<file path="src/rtl/mult_div_ctrl_if.sv">
// rtl/mult_div_ctrl_if.sv - handshake and result bus between control unit and mult/div sequencer
interface mult_div_ctrl_if #(
    parameter int WIDTH = 32
);
    logic             start_mult;
    logic             start_div;
    logic [WIDTH-1:0] a;
    logic [WIDTH-1:0] b;
    logic             busy;
    logic             done;
    logic             div_zero;
    logic [WIDTH-1:0] hi_out;
    logic [WIDTH-1:0] lo_out;
    logic             hi_sel;
    logic             lo_sel;
    logic             hi_write;
    logic             lo_write;

    modport master (
        output start_mult, start_div, a, b,
        input  busy, done, div_zero, hi_out, lo_out, hi_sel, lo_sel, hi_write, lo_write
    );

    modport slave (
        input  start_mult, start_div, a, b,
        output busy, done, div_zero, hi_out, lo_out, hi_sel, lo_sel, hi_write, lo_write
    );
endinterface

</file>
<file path="src/rtl/mult_div_ctrl.sv">
// rtl/mult_div_ctrl.sv - multicycle signed Booth multiply / restoring divide sequencer
module mult_div_ctrl #(
    parameter int WIDTH = 32,
    parameter int CNT_W = 6
) (
    input  logic           clk,
    input  logic           reset,
    mult_div_ctrl_if.slave bus
);
    typedef enum logic [2:0] {
        S_IDLE,
        S_MULT,
        S_DIV,
        S_FIX,
        S_DONE,
        S_ERR
    } state_t;

    state_t             state;
    // acc is one bit wider so that subtracting the most negative multiplicand cannot overflow;
    // in divide it holds the partial remainder and mcand holds |b|
    logic [WIDTH:0]     acc;
    logic [WIDTH:0]     mcand;
    logic [WIDTH-1:0]   q;
    logic               q_m1;
    logic [CNT_W-1:0]   cnt;
    logic               op_mult;
    logic               sign_q;
    logic               sign_r;

    logic [WIDTH:0]     booth_sum;
    logic [WIDTH:0]     rem_sh;
    logic [WIDTH-1:0]   quo_sh;
    logic [WIDTH:0]     trial;
    logic [WIDTH-1:0]   a_abs;
    logic [WIDTH-1:0]   b_abs;

    always_comb begin
        booth_sum = acc;
        if ({q[0], q_m1} == 2'b01) begin
            booth_sum = acc + mcand;
        end else if ({q[0], q_m1} == 2'b10) begin
            booth_sum = acc - mcand;
        end
        rem_sh = {acc[WIDTH-1:0], q[WIDTH-1]};
        quo_sh = {q[WIDTH-2:0], 1'b0};
        trial  = rem_sh - mcand;
        a_abs  = bus.a[WIDTH-1] ? -bus.a : bus.a;
        b_abs  = bus.b[WIDTH-1] ? -bus.b : bus.b;
    end

    always_ff @(posedge clk) begin
        if (reset) begin
            state        <= S_IDLE;
            acc          <= '0;
            mcand        <= '0;
            q            <= '0;
            q_m1         <= 1'b0;
            cnt          <= '0;
            op_mult      <= 1'b0;
            sign_q       <= 1'b0;
            sign_r       <= 1'b0;
            bus.busy     <= 1'b0;
            bus.done     <= 1'b0;
            bus.div_zero <= 1'b0;
            bus.hi_out   <= '0;
            bus.lo_out   <= '0;
            bus.hi_sel   <= 1'b0;
            bus.lo_sel   <= 1'b0;
            bus.hi_write <= 1'b0;
            bus.lo_write <= 1'b0;
        end else begin
            bus.done     <= 1'b0;
            bus.div_zero <= 1'b0;
            bus.hi_write <= 1'b0;
            bus.lo_write <= 1'b0;
            case (state)
                S_IDLE: begin
                    if (bus.start_mult) begin
                        mcand    <= {bus.a[WIDTH-1], bus.a};
                        q        <= bus.b;
                        acc      <= '0;
                        q_m1     <= 1'b0;
                        cnt      <= CNT_W'(WIDTH);
                        op_mult  <= 1'b1;
                        bus.busy <= 1'b1;
                        state    <= S_MULT;
                    end else if (bus.start_div) begin
                        bus.busy <= 1'b1;
                        if (bus.b == '0) begin
                            state <= S_ERR;
                        end else begin
                            acc     <= '0;
                            q       <= a_abs;
                            mcand   <= {1'b0, b_abs};
                            sign_q  <= bus.a[WIDTH-1] ^ bus.b[WIDTH-1];
                            sign_r  <= bus.a[WIDTH-1];
                            cnt     <= CNT_W'(WIDTH);
                            op_mult <= 1'b0;
                            state   <= S_DIV;
                        end
                    end
                end
                S_MULT: begin
                    acc  <= {booth_sum[WIDTH], booth_sum[WIDTH:1]};
                    q    <= {booth_sum[0], q[WIDTH-1:1]};
                    q_m1 <= q[0];
                    cnt  <= cnt - 1'b1;
                    if (cnt == CNT_W'(1)) begin
                        state <= S_DONE;
                    end
                end
                S_DIV: begin
                    if (!trial[WIDTH]) begin
                        acc <= trial;
                        q   <= quo_sh | WIDTH'(1);
                    end else begin
                        acc <= rem_sh;
                        q   <= quo_sh;
                    end
                    cnt <= cnt - 1'b1;
                    if (cnt == CNT_W'(1)) begin
                        state <= S_FIX;
                    end
                end
                S_FIX: begin
                    if (sign_q) begin
                        q <= -q;
                    end
                    if (sign_r) begin
                        acc <= -acc;
                    end
                    state <= S_DONE;
                end
                S_DONE: begin
                    bus.hi_out   <= acc[WIDTH-1:0];
                    bus.lo_out   <= q;
                    bus.done     <= 1'b1;
                    bus.hi_write <= 1'b1;
                    bus.lo_write <= 1'b1;
                    bus.hi_sel   <= op_mult;
                    bus.lo_sel   <= op_mult;
                    bus.busy     <= 1'b0;
                    state        <= S_IDLE;
                end
                S_ERR: begin
                    bus.div_zero <= 1'b1;
                    bus.busy     <= 1'b0;
                    state        <= S_IDLE;
                end
                default: begin
                    bus.busy <= 1'b0;
                    state    <= S_IDLE;
                end
            endcase
        end
    end
endmodule

</file>
<file path="src/flat_wrapper.sv">
// flat-port wrapper written by rule: the top's interface ports become plain ports
module mult_div_ctrl_flat 
#(
    parameter int WIDTH = 32,
    parameter int CNT_W = 6
)
  (clk, reset, bus_start_mult, bus_start_div, bus_a, bus_b, bus_busy, bus_done, bus_div_zero, bus_hi_out, bus_lo_out, bus_hi_sel, bus_lo_sel, bus_hi_write, bus_lo_write);
  mult_div_ctrl_if #(.WIDTH(WIDTH)) bus_i ();
  input  logic clk;
  input  logic reset;
  input wire logic [$bits(bus_i.start_mult)-1:0] bus_start_mult;
  input wire logic [$bits(bus_i.start_div)-1:0] bus_start_div;
  input wire logic [$bits(bus_i.a)-1:0] bus_a;
  input wire logic [$bits(bus_i.b)-1:0] bus_b;
  output wire logic [$bits(bus_i.busy)-1:0] bus_busy;
  output wire logic [$bits(bus_i.done)-1:0] bus_done;
  output wire logic [$bits(bus_i.div_zero)-1:0] bus_div_zero;
  output wire logic [$bits(bus_i.hi_out)-1:0] bus_hi_out;
  output wire logic [$bits(bus_i.lo_out)-1:0] bus_lo_out;
  output wire logic [$bits(bus_i.hi_sel)-1:0] bus_hi_sel;
  output wire logic [$bits(bus_i.lo_sel)-1:0] bus_lo_sel;
  output wire logic [$bits(bus_i.hi_write)-1:0] bus_hi_write;
  output wire logic [$bits(bus_i.lo_write)-1:0] bus_lo_write;
  assign bus_i.start_mult = bus_start_mult;
  assign bus_i.start_div = bus_start_div;
  assign bus_i.a = bus_a;
  assign bus_i.b = bus_b;
  assign bus_busy = bus_i.busy;
  assign bus_done = bus_i.done;
  assign bus_div_zero = bus_i.div_zero;
  assign bus_hi_out = bus_i.hi_out;
  assign bus_lo_out = bus_i.lo_out;
  assign bus_hi_sel = bus_i.hi_sel;
  assign bus_lo_sel = bus_i.lo_sel;
  assign bus_hi_write = bus_i.hi_write;
  assign bus_lo_write = bus_i.lo_write;
  mult_div_ctrl #(.WIDTH(WIDTH), .CNT_W(CNT_W)) u_core (.clk(clk), .reset(reset), .bus(bus_i));
endmodule
</file>
<file path="config.mk">
export PLATFORM = sky130hd
export DESIGN_NAME = mult_div_ctrl_flat
export DESIGN_NICKNAME = d
export VERILOG_FILES = /design/src/rtl/mult_div_ctrl_if.sv /design/src/rtl/mult_div_ctrl.sv /design/src/flat_wrapper.sv
export SDC_FILE = /design/constraint.sdc
export NUM_CORES = 1
export LEC_CHECK = 0
export CORE_AREA = 4 4 155 306
export CTS_CLUSTER_DIAMETER = 150
export DETAILED_ROUTE_END_ITERATION = 10
export DIE_AREA = 0 0 159 310
export PLACE_DENSITY = 0.68
export SLEW_MARGIN = 20
export SYNTH_ARGS = -nofsm -noshare
export SYNTH_HDL_FRONTEND = slang
export SYNTH_SLANG_ARGS = --single-unit
</file>
<file path="constraint.sdc">
create_clock -name clk -period 5.5 [get_ports clk]
set_input_delay 0.55 -clock clk [delete_from_list [all_inputs] [get_ports clk]]
set_output_delay 0.55 -clock clk [all_outputs]
set_load 0.05 [all_outputs]
</file>
* Yosys cells after proc, flatten, opt, wreduce, memory -nomap -nowiden
Index checks and enable logic that the tools add are counted.
Word-level totals: register bits 179, input port bits 68, output and inout port bits 71, logic and storage cells 98
Operators by class: add/sub/neg operators 8, equal/unequal tests 16, multiplexer cells 39, bitwise gates (word level) 4, reductions and logical operators 16
Operator list (number):
- 2-to-1 mux 33 bit | 10
- 2-to-1 mux 32 bit | 6
- case mux 33 bit (4 select lines) | 1
- case mux 32 bit (4 select lines) | 1
- negator 32 bit | 3
- subtractor 33 bit | 2
- adder 33 bit | 1
- negator 33 bit | 1
- zero test 32 bit | 1
- 2-to-1 mux 6 bit | 3
- 2-to-1 mux 3 bit | 5
- case mux 3 bit (4 select lines) | 1
- case mux 6 bit (2 select lines) | 1
- AND reduction 4 bit | 3
- 2-to-1 mux 1 bit | 9
- AND reduction 3 bit | 3
- inequality test 2 x 1 -> 1 bit (second input constant) | 4
- == test 3 x 2 -> 1 bit (second input constant) | 2
- == test 3 bit (second input constant) | 2
- == test 6 x 1 -> 1 bit (second input constant) | 1
- inequality test 3 bit (second input constant) | 2
- nonzero test 2 bit | 3
- subtractor 6 x 1 -> 6 bit (second input constant) | 1
- inequality test 2 bit (second input constant) | 2
- 11 further kinds | 15

* Depth between registers and ports, before layout
depth after elaboration 6, mapped depth 15, gate-level depth less buffers 12

* Worst setup path before layout
Ideal clock, no wire load.
kind reg-to-reg, start point reg u_core.q[31], end point reg u_core.acc[9], setup time 0.132 ns, arrival 3.120 ns, data required time 5.368 ns, setup slack 2.248 ns, cell stages (with the launch flop) 15, buffers on the path 2, clock period less this slack 3.252 ns, cells stage by stage dfxtp_1 -> inv_1 -> ha_1 -> fa_1 -> nand2b_1 -> a21o_1 -> a211oi_1 -> o311ai_1 -> mux2i_1 -> or2_0 -> clkbuf_1 -> buf_2 -> mux2_2 -> a21oi_1 -> nor3_1
Between the ends: longest elaborated chain between the ends 3
RTL lines:
- start, declared | line mult_div_ctrl.sv:24 | logic [WIDTH-1:0] q;
- start signal, assigned | line mult_div_ctrl.sv:81 | q <= bus.b;
- start signal, assigned | line mult_div_ctrl.sv:94 | q <= a_abs;
- start signal, assigned | line mult_div_ctrl.sv:106 | q <= {booth_sum[0], q[WIDTH-1:1]};
- subtractor 33 bit | line mult_div_ctrl.sv:47 | trial = rem_sh - mcand;
- 2-to-1 mux 33 bit | line mult_div_ctrl.sv:114 | if (!trial[WIDTH]) begin
- case mux 33 bit (4 select lines) | line mult_div_ctrl.sv:77 | case (state)
- end signal, assigned | line mult_div_ctrl.sv:115 | acc <= trial;
- end signal, assigned | line mult_div_ctrl.sv:118 | acc <= rem_sh;
- end signal, assigned | line mult_div_ctrl.sv:131 | acc <= -acc;
- end, declared | line mult_div_ctrl.sv:22 | logic [WIDTH:0] acc;
No other way between the ends. A chain may end at the register's enable or synchronous reset.

* Worst setup path after layout
start point reg u_core.q[31], end point reg u_core.acc[12]
Same word-level chain as after synthesis.

==> impl_metrics.tcl <==
set metrics [dict create \
    cts_tree "done" \
    worstMarginPinSlew_ns 1.054 \
    seqCellArea_mm2 0.003583 \
    initialDrtViolationCount 1826 \
    synth.lib_cells_used.distinct 87 \
    non_filler_instance_count_after_layout 3115 \
    grt_pass1_wl_um 117600 \
    clk_pin_slew_worst_paths_ns 0.08 \
    cp-end-kind "flop" \
    chipHeight_um 310 \
    avgSynthCellArea_um2 6.856 \
    crit_chain "inv_1 > ha_1 > fa_1 > nand2b_1 > a21o_1 > a211oi_1 > o311ai_1 > mux2i_1 > or2_0 > buf_4 > mux2_2 > a21oi_1 > a211oi_1" \
    netlist_area_mm2 0.01736 \
    gp_congestion 1.021 \
    final_net_count 2711 \
    timing.final.crit_share_pct 80.63 \
    netlist.area_leader.share_pct 20.64 \
    max-clock-path-buffers 2 \
    route.detailed.wl_per_inst_um 25.27 \
    pin_count_of_the_biggest_net_entering_global_routing 106 \
    antenna_found_initial 4 \
    timing.final.setup_violations 0 \
    powerDensity_mw_per_mm2 464.9 \
    most_prevalent_standard_cell_on_the_critical_path "sky130_fd_sc_hd__a211oi_1" \
    ctsHoldBuffers 0 \
    ys_warn_count 0 \
    grt.overflow.total 0 \
    floorplan.die.width_um 159 \
    root_buffer "sky130_fd_sc_hd__clkbuf_16" \
    cts_made_buffers 17 \
    number_of_global_route_vias_before_repair 19900 \
    layout.filler_cells 4602 \
    async_flop_share_pct 0 \
    cts_num_sinks 179 \
    synth.top_cells.by_area "sky130_fd_sc_hd__dfxtp_1 (21%), sky130_fd_sc_hd__a21oi_1 (8.6%), sky130_fd_sc_hd__nand2_1 (7.9%)" \
    outcome "completed" \
    crit_slowest_cell "sky130_fd_sc_hd__or2_0" \
    crit_type "flop to flop" \
    detail-route-antenna-nets 0 \
    final_layout_size_suffix_gt1_share_pct 5.410 \
    synthesis.nets 2705 \
    maximum_clock_skew_at_final_layout_ns 0.01219 \
    hold_class "flop to flop" \
    postSynth.topFlopCell "sky130_fd_sc_hd__dfxtp_1" \
    cp.required_ns 5.82 \
    cts_resized 0 \
    max_clock_freq_ghz 0.2255 \
    synthToLayoutAreaGrowth_pct 13.30 \
    crit_fanout 12 \
    post_synth_edffs 0 \
    placementRows 110 \
    synth_seq_cells 179 \
    via_per_inst 6.564 \
    cts.repair_timing.setup_buffer_count 0 \
    synth_most_common_cell "sky130_fd_sc_hd__nand2_1" \
    hold_viol_final 0 \
    initial_cell_density_of_the_core_pct 38.57 \
    post-route-drc-count 0 \
    die_area_mm2 0.04929 \
    startpoint_type "flop" \
    timing.final.max_slew_violations 0 \
    critPathArrivalTime_ns 4.75 \
    placement.io_buffers 138 \
    place.detailed.hpwl_um 60390 \
    ys_seq_area_share_pct 20.64 \
    num_io_pins 139 \
    cts_htree_levels 4 \
    place.detailed.instances 3079 \
    synth.largest_area_cell "sky130_fd_sc_hd__dfxtp_1" \
    routed_wl_um 78730 \
    synth_top_cells_by_count "sky130_fd_sc_hd__nand2_1 (366), sky130_fd_sc_hd__a21oi_1 (299), sky130_fd_sc_hd__nor2_1 (207)" \
    grtUsageTotal_pct 30.56 \
    maximum_resistive_drop_on_vdd_mv 0.3059 \
    max_slew_margin_pct 29.49 \
    multi_input_comb_area_mm2 0.01269 \
    setup_repair_after_global_routing_missed_its_margin "no" \
    number_of_iterations_in_the_first_detailed_routing_pass 6 \
    clkLatencyLatePin_ns 0.48 \
    routed-via-count 20450 \
    placeable_core_region_mm2 0.04501 \
    leakagePower_nw 7.472 \
    cp_slowest_stage_delay_ns 0.67 \
    post-route-min-period_ns 4.435 \
    timing.setup.tns_ns 0 \
    maxCapViolCount 0 \
    synthesized_instance_count 2532 \
    hold-worst-slack_ns 0.4540 \
]
-- sequential cells by signal (all words and copies together), names as in the netlist, 3 cells and up --
| signal | cells |
|---|---|
| u_core.acc | 33 |
| u_core.mcand | 33 |
| u_core.bus.hi_out | 32 |
| u_core.bus.lo_out | 32 |
| u_core.q | 32 |
| u_core.cnt | 6 |
| u_core.state | 3 |
-- path summary, 6_finish.rpt --
check                                            from                    end  slack, ns  cells after the start
worst max-delay path                     u_core.q[31]         u_core.acc[12]       1.07                     13
worst min-delay path            u_core.bus.hi_out[19]  u_core.bus.hi_out[19]       0.45                      2
worst max register to register           u_core.q[31]         u_core.acc[12]       1.07                     13
worst min register to register  u_core.bus.hi_out[19]  u_core.bus.hi_out[19]       0.45                      2
-- kinds of logic (layout without fill, tap and decap cells) --
group                      count (synthesis)  count (layout)  synth area share [%]
DFF                                      179             179                 20.64
buffers and inverters                    288             307                 6.422
and+or+nand+nor                          913             913                 24.56
other                                      0               4                     0
muxes                                     31              31                 1.881
xor gates and xnor gates                 131             131                 6.609
adders and majority gates                105             105                 7.698
AOI/OAI and AO/OA                        885             885                 32.19
-- cell type report --
class,instances,share of cell area (%)
Multi-Input combinational cell,2065,64.53
Clock inverter,15,0.8906
Antenna cell,4,0.05089
Clock buffer,17,2.163
Tap cell,560,3.563
Sequential cell,179,18.22
Inverter,87,1.660
Timing Repair Buffer,188,8.925
-- per-layer routing --
metal | part of all wire, % | vias to the layer above | track usage, % | wire, µm
met5 | 0 | - | 0 | 0
met4 | 11 | 0 | 27.86 | 8335
met3 | 6.7 | 411 | 4.361 | 5260
met2 | 51 | 1234 | 56.75 | 40000
met1 | 32 | 9540 | 28.91 | 25130
li1 | - | 9261 | - | -
-- worst max-delay path, delay by kind of cell (launching register included) --
kind | cells | cell delay, ns
adders and majority gates | 2 | 0.64
DFF | 1 | 0.52
and+or+nand+nor | 2 | 0.85
AOI/OAI and AO/OA | 5 | 1.13
buffers and inverters | 2 | 0.43
muxes | 2 | 0.70
-- per-stage QoR --
stage / power [W] / setup WS (ns) / cell area (µm²) / util [%]
2_1_floorplan: 0.005767 / 2.248 / 17360 / -
3_3_place_gp: 0.007541 / 1.303 / 19050 / 42.33
3_5_place_dp: 0.007609 / 1.137 / 19050 / 42.33
4_1_cts: 0.008916 / 1.089 / 19650 / 43.67
5_1_grt: 0.009614 / 0.8328 / 19670 / 43.70
6_report: 0.009144 / 1.065 / 19670 / 43.70
-- power breakdown --
part | internal (W) | switching, W
clock | 0.000619 | 0.000674
combinational | 0.00199 | 0.00387
sequential | 0.00152 | 0.000466
-- layout by cell type, fill, tap and decap left out, types with 65 or more instances in the layout --
cell	count
sky130_fd_sc_hd__nand2_1	365
sky130_fd_sc_hd__a21oi_1	299
sky130_fd_sc_hd__nor2_1	204
sky130_fd_sc_hd__dfxtp_1	179
sky130_fd_sc_hd__o21ai_0	178
sky130_fd_sc_hd__clkdlybuf4s50_1	136
sky130_fd_sc_hd__ha_1	102
sky130_fd_sc_hd__inv_1	85
sky130_fd_sc_hd__nor3_1	69
sky130_fd_sc_hd__xor2_1	66
sky130_fd_sc_hd__xnor2_1	65
No activity file was read; power rests on OpenSTA's default activity.
